### config.mk
export PLATFORM = sky130hd
export DESIGN_NAME = bxu_core
export DESIGN_NICKNAME = d
export VERILOG_FILES = /design/src/rtl/bxu_core.sv
export SDC_FILE = /design/constraint.sdc
export NUM_CORES = 1
export LEC_CHECK = 0
export ABC_CLOCK_PERIOD_IN_PS = 7800
export CELL_PAD_IN_SITES_DETAIL_PLACEMENT = 0
export CELL_PAD_IN_SITES_GLOBAL_PLACEMENT = 2
export CORE_ASPECT_RATIO = 1.4
export CORE_MARGIN = 2
export CORE_UTILIZATION = 25
export DETAILED_ROUTE_END_ITERATION = 12
export PLACE_DENSITY = 0.73
export SKIP_CTS_REPAIR_TIMING = 1
export SLEW_MARGIN = 20
export SYNTH_ARGS = -nofsm -noshare
export SYNTH_HDL_FRONTEND = slang
export SYNTH_SLANG_ARGS = --single-unit
### constraint.sdc
create_clock -name clk -period 7.8 [get_ports clk]
set_clock_uncertainty 0.05 [all_clocks]
set_input_delay 2.34 -clock clk [delete_from_list [all_inputs] [get_ports clk]]
set_output_delay 2.34 -clock clk [all_outputs]
set_load 0.05 [all_outputs]
### src/rtl/bxu_core.sv
// bxu_core: Brainfuck-style execution unit driving a code ROM, a byte data RAM and an rx/tx byte interface.
// Latency: pointer moves, jumps and NOPs take 1 cycle; +/- take 2 cycles; bracket scans walk 1 instruction per cycle.
// Backpressure: ',' stalls until an input byte is buffered; '.' holds io_output_ready until io_output_done rises, then waits for it to fall.
// Ports: clk/rst (sync, active-high); code_addr/code_in (ROM, combinational read);
//        data_addr/data_in/data_out/data_wr (RAM, async read, level write); io_input_* (rx byte + strobe,
//        consume pulse); io_output_ready/io_output_done (tx byte on data_out); dbg_clk (reserved, unused).
module bxu_core #(
  parameter int DATA_BITWIDTH = 8,
  parameter int CODE_BITWIDTH = 16,
  parameter int ADDR_BITWIDTH = 16
) (
  input  logic                     clk,
  input  logic                     rst,
  output logic [ADDR_BITWIDTH-1:0] code_addr,
  input  logic [CODE_BITWIDTH-1:0] code_in,
  output logic [ADDR_BITWIDTH-1:0] data_addr,
  input  logic [DATA_BITWIDTH-1:0] data_in,
  output logic [DATA_BITWIDTH-1:0] data_out,
  output logic                     data_wr,
  input  logic [DATA_BITWIDTH-1:0] io_input_data,
  input  logic                     io_input_ready,
  output logic                     io_input_done,
  output logic                     io_output_ready,
  input  logic                     io_output_done,
  input  logic                     dbg_clk
);

  typedef enum logic [2:0] {
    S_EXEC, S_WRITE, S_IN_WAIT, S_OUT_WAIT, S_OUT_REL, S_SCAN_F, S_SCAN_B, S_HALT
  } state_t;

  localparam logic [7:0] OP_INC_DP = 8'h3E;
  localparam logic [7:0] OP_DEC_DP = 8'h3C;
  localparam logic [7:0] OP_INC    = 8'h2B;
  localparam logic [7:0] OP_DEC    = 8'h2D;
  localparam logic [7:0] OP_OUT    = 8'h2E;
  localparam logic [7:0] OP_IN     = 8'h2C;
  localparam logic [7:0] OP_LOOP   = 8'h5B;
  localparam logic [7:0] OP_END    = 8'h5D;
  localparam logic [7:0] OP_HALT   = 8'h00;

  localparam logic [ADDR_BITWIDTH-1:0] A_ONE = ADDR_BITWIDTH'(1);
  localparam logic [DATA_BITWIDTH-1:0] D_ONE = DATA_BITWIDTH'(1);

  state_t                     state_q, state_d;
  logic [ADDR_BITWIDTH-1:0]   pc_q, pc_d;
  logic [ADDR_BITWIDTH-1:0]   dp_q, dp_d;
  logic [ADDR_BITWIDTH-1:0]   depth_q, depth_d;
  logic [DATA_BITWIDTH-1:0]   wval_q, wval_d;
  logic [DATA_BITWIDTH-1:0]   buf_q, buf_d;
  logic                       full_q, full_d;

  logic [7:0]                 op;
  logic                       in_avail;
  logic [DATA_BITWIDTH-1:0]   in_byte;
  logic                       unused_ok;

  // Only the low byte carries the opcode; the debug clock is deliberately ignored.
  assign op        = code_in[7:0];
  assign unused_ok = ^{dbg_clk, code_in[CODE_BITWIDTH-1:8]};

  // A strobe in the same cycle as IN_WAIT is consumed directly, bypassing the buffer.
  assign in_avail = full_q | io_input_ready;
  assign in_byte  = io_input_ready ? io_input_data : buf_q;

  assign code_addr       = pc_q;
  assign data_addr       = dp_q;
  assign data_wr         = (state_q == S_WRITE);
  assign data_out        = (state_q == S_WRITE) ? wval_q : data_in;
  assign io_output_ready = (state_q == S_OUT_WAIT);
  assign io_input_done   = (state_q == S_IN_WAIT) & in_avail & ~rst;

  always_comb begin
    state_d = state_q;
    pc_d    = pc_q;
    dp_d    = dp_q;
    depth_d = depth_q;
    wval_d  = wval_q;
    buf_d   = buf_q;
    full_d  = full_q;

    if (io_input_ready) begin
      buf_d  = io_input_data;
      full_d = 1'b1;
    end

    unique case (state_q)
      S_EXEC: begin
        case (op)
          OP_INC_DP: begin dp_d = dp_q + A_ONE; pc_d = pc_q + A_ONE; end
          OP_DEC_DP: begin dp_d = dp_q - A_ONE; pc_d = pc_q + A_ONE; end
          OP_INC:    begin wval_d = data_in + D_ONE; state_d = S_WRITE; end
          OP_DEC:    begin wval_d = data_in - D_ONE; state_d = S_WRITE; end
          OP_IN:     state_d = S_IN_WAIT;
          OP_OUT:    state_d = S_OUT_WAIT;
          OP_LOOP: begin
            pc_d = pc_q + A_ONE;
            if (data_in == '0) begin
              depth_d = A_ONE;
              state_d = S_SCAN_F;
            end
          end
          OP_END: begin
            if (data_in != '0) begin
              depth_d = A_ONE;
              pc_d    = pc_q - A_ONE;
              state_d = S_SCAN_B;
            end else begin
              pc_d = pc_q + A_ONE;
            end
          end
          OP_HALT:   state_d = S_HALT;
          default:   pc_d = pc_q + A_ONE;
        endcase
      end

      // pc advances here rather than at decode so +, - and , all retire from one place.
      S_WRITE: begin
        pc_d    = pc_q + A_ONE;
        state_d = S_EXEC;
      end

      S_IN_WAIT: begin
        if (in_avail) begin
          wval_d  = in_byte;
          full_d  = 1'b0;
          state_d = S_WRITE;
        end
      end

      S_OUT_WAIT: begin
        if (io_output_done) state_d = S_OUT_REL;
      end

      // Waiting for done to fall makes a multi-cycle done count as one acceptance.
      S_OUT_REL: begin
        if (!io_output_done) begin
          pc_d    = pc_q + A_ONE;
          state_d = S_EXEC;
        end
      end

      S_SCAN_F: begin
        case (op)
          OP_HALT: state_d = S_HALT;
          OP_LOOP: begin depth_d = depth_q + A_ONE; pc_d = pc_q + A_ONE; end
          OP_END: begin
            pc_d = pc_q + A_ONE;
            if (depth_q == A_ONE) state_d = S_EXEC;
            else                  depth_d = depth_q - A_ONE;
          end
          default: pc_d = pc_q + A_ONE;
        endcase
      end

      // Walks backwards; on the matching '[' execution resumes just after it.
      S_SCAN_B: begin
        case (op)
          OP_HALT: state_d = S_HALT;
          OP_END: begin depth_d = depth_q + A_ONE; pc_d = pc_q - A_ONE; end
          OP_LOOP: begin
            if (depth_q == A_ONE) begin
              pc_d    = pc_q + A_ONE;
              state_d = S_EXEC;
            end else begin
              depth_d = depth_q - A_ONE;
              pc_d    = pc_q - A_ONE;
            end
          end
          default: pc_d = pc_q - A_ONE;
        endcase
      end

      S_HALT:  state_d = S_HALT;
      default: state_d = S_EXEC;
    endcase
  end

  always_ff @(posedge clk) begin
    if (rst) begin
      state_q <= S_EXEC;
      pc_q    <= '0;
      dp_q    <= '0;
      depth_q <= '0;
      wval_q  <= '0;
      buf_q   <= '0;
      full_q  <= 1'b0;
    end else begin
      state_q <= state_d;
      pc_q    <= pc_d;
      dp_q    <= dp_d;
      depth_q <= depth_d;
      wval_q  <= wval_d;
      buf_q   <= buf_d;
      full_q  <= full_d;
    end
  end

endmodule

==> results.py <==
metrics = {
    "pwr": {
        "pwr-share-seq_pct": 36.2,
        "p_clk_share_pct": 46.4,
        "switching_share_pct": 29.68,
        "switching_power_uw": 299.2,
        "power_density_mw_per_mm2": 153.9,
        "vdd_drop_max_uv": 91.03,
        "internal_power_uw": 709.0,
        "leakage_uw": 0.002266,
        "combPwrFrac_pct": 17.4,
    },
    "layout": {
        "fin_cells": 1025,
        "area_growth_pct": 21.69,
        "drive_above_1_share_pct": 6.928,
        "final_nets": 811,
        "fillerInstances": 2342,
        "num_antenna_cells": 0,
    },
    "worst_setup_path": {
        "max_stage_delay_ps": 840,
        "ff2ff_path_depth": 7,
        "cp_data_arrival_time_ps": 4070,
        "critPathKind": "primary input to primary output",
        "path_buf_inv": 3,
        "cp-end-kind": "primary output",
        "cp_top_family": "buffers and inverters",
        "worstSetupStartpointType": "primary input",
        "r2r_start": "state_q[0]",
        "r2r_slack_ps": 4660,
        "r2r-end": "code_addr[5]",
        "crit_top_cell": "clkdlybuf4s50_1",
        "cpMaxStageDelayCell": "clkdlybuf4s50_1",
        "cp.depth": 5,
        "critical_path_required_ps": 5410,
        "worstPathCellList": "clkdlybuf4s50_1 -> buf_4 -> nor2_1 -> nor3_1 -> clkdlybuf4s50_1",
        "crit_path_max_fanout": 11,
    },
    "sta": {
        "worst_pin_slew_ps": 982.5,
        "period_needed_ps": 6458,
        "grt_setup_unrepaired": "no",
        "fin_setup_tns_ps": 0,
        "relSlewSlack_pct": 34.26,
        "finalSetupViolations": 0,
        "max_freq_mhz": 154.9,
        "period_share_pct": 82.79,
        "drv_slew": 0,
        "finalHoldViolCount": 0,
    },
    "logic_synthesis": {
        "yosysWarnings": 0,
        "ys_seq_area_share_pct": 25.29,
        "ys_ff_latch": 68,
        "syn_area_per_cell_um2": 7.414,
        "synth-edff-count": 0,
        "synth_fp_nets": 776,
        "yosys-top-cells-area": "dfxtp_1, nor2_1, nand2_1, a21oi_1, nor3_1",
        "synth_cells": 726,
        "yosys_most_used_dff": "dfxtp_1",
        "synth-async-reset-ratio_pct": 0,
        "syn_area_mm2": 0.005383,
        "yosysMostFrequentCell": "nor2_1",
        "synth_common_cells": "nor2_1, dfxtp_1, nand2_1, a21oi_1, nor3_1",
        "synth_top_area_share_pct": 25.29,
        "synth_top_area_cell": "dfxtp_1",
        "yosys.cell_types.count": 74,
    },
    "placement": {
        "portBuffers": 70,
        "gp_congestion": 0.8070,
        "dp.final_hpwl_mm": 12.50,
        "dp.cells": 1010,
    },
    "worst_hold_path": {
        "hold_path.class": "flop to flop",
        "hold_end": "wval_q[1]",
        "holdPathStages": 2,
        "hold_start": "wval_q[1]",
    },
    "cts": {
        "cts_buffer_depth": 2,
        "cts_tree": "built",
        "cts_root_buf": "clkbuf_16",
        "clk_latency_ps": 350,
        "cts_buffers": 9,
        "cts_sinks": 68,
        "ctsHtreeMaxLevel": 3,
        "clkTransAtPathRegs_ps": 70,
    },
    "detailed_routing": {
        "wl_per_cell_um": 17.16,
        "vias_per_cell": 5.376,
        "detail-route-antenna-nets": 0,
        "firstDrtPassIters": 5,
        "via_count": 5510,
        "drt_iter0_markers": 348,
        "totalWireLength_mm": 17.59,
        "drc_errors": 0,
    },
    "global_route": {
        "grt_start_max_net_pins": 59,
        "grt.overflow.total": 0,
        "antenna_found_initial": 0,
        "grt_pass1_vias": 5277,
        "grtUsageTotal_pct": 15.76,
        "grt_pass1_wl_mm": 28.70,
    },
    "die": {
        "die_area_mm2": 0.02274,
        "die_y_um": 177.6,
        "rows": 63,
        "die_x_um": 128.0,
        "core_area_mm2": 0.02113,
        "io-pin-count": 80,
        "initial_core_util_pct": 25.48,
    },
    "run_status": {
        "outcome": "complete, no violations",
    },
    "job": {
        "cap_viol_max_count": 0,
    },
}
## logic make-up (layout without fill, tap and decap cells)
kind of cell	count (synthesis)	in the layout	synth area share (%)
AND/OR/NAND/NOR	358	358	36.33
buffers and inverters	62	101	4.765
AO/OA/AOI/OAI	169	169	20.34
XOR/XNOR	30	30	4.881
multiplexers	26	26	5.230
flip-flops	68	68	25.29
adder cells (fa/ha/maj)	13	13	3.161
## power by group through the flow
| stage | clock [uW] | combinational [uW] | sequential (uW) |
|---|---|---|---|
| floorplan | 0 | 116 | 372 |
| global placement | 0 | 177 | 373 |
| detailed placement | 0 | 176 | 373 |
| CTS | 481 | 177 | 365 |
| global route | 491 | 192 | 366 |
| finish | 467 | 175 | 365 |
## worst register-to-register path: stages (launching register included)
cell and delay (ps):
dfxtp_1 770, nor3_1 220, a21oi_1 410, o211ai_1 390, buf_4 310, or3_1 370
o22ai_1 160, mux2_2 350
## worst max path at each step
stage | slack (ps) | endpoint | from
3_3_place_gp | 1270 | io_input_done | io_input_ready
5_1_grt | 1260 | io_input_done | io_input_ready
6_report | 1340 | io_input_done | io_input_ready
4_1_cts | 1320 | io_input_done | io_input_ready
2_1_floorplan | 1500 | io_input_done | io_input_ready
3_5_place_dp | 1340 | io_input_done | io_input_ready
## per-layer routing
metal  vias to the layer above  routed length [um]  track usage [%]
met4                         0                 229            4.853
met5                         -                   0                0
li1                       2781                   -                -
met2                       103                8980            28.41
met1                      2609                7808            19.39
met3                        17                 571            1.990
## layout make-up
type | count | area (um^2) | area share [%]
sequential | 68 | 1361 | 20.78
clock inverter | 5 | 85.08 | 1.299
clock buffer | 10 | 239.0 | 3.649
timing repair buffer | 75 | 733.2 | 11.19
multi-input combinational | 596 | 3765 | 57.48
inverter | 11 | 41.29 | 0.6304
tap | 260 | 325.3 | 4.967
## state kept, by name, indices dropped and copies added, names as in the netlist
signal     flops
full_q         1
code_addr     16
wval_q         8
buf_q          8
state_q        3
depth_q       16
data_addr     16
## placed cells by master (no fill, tap or decap), drive strengths merged, types with 9 or more instances in the layout
cell,netlist,layout
a211oi,15,15
a21oi,44,44
a31oi,10,10
and3,13,13
clkbuf,32,10
clkdlybuf4s50,0,69
dfxtp,68,68
ha,12,12
inv,11,12
mux2,17,17
mux2i,9,9
nand2,59,59
nand2b,10,10
nand3,28,28
nand4,17,17
nor2,86,86
nor2b,14,14
nor3,41,41
nor4,18,18
o21ai,36,36
or3,18,18
or4,13,13
xnor2,16,16
xor2,14,14
## metrics by stage
step                utilization, %  cell area (um^2)  total power (uW)  hold WS (ps)  setup WS [ps]
floorplan                        -              5383             488.4         382.1           1497
global placement             29.47              6226             550.1         396.1           1275
detailed placement           29.47              6226             549.2         403.1           1341
CTS                          31.01              6550              1023         412.4           1322
global route                 31.01              6550              1049         435.5           1262
finish                       31.01              6550              1008         411.0           1342
No activity file was read; power rests on OpenSTA's default activity.
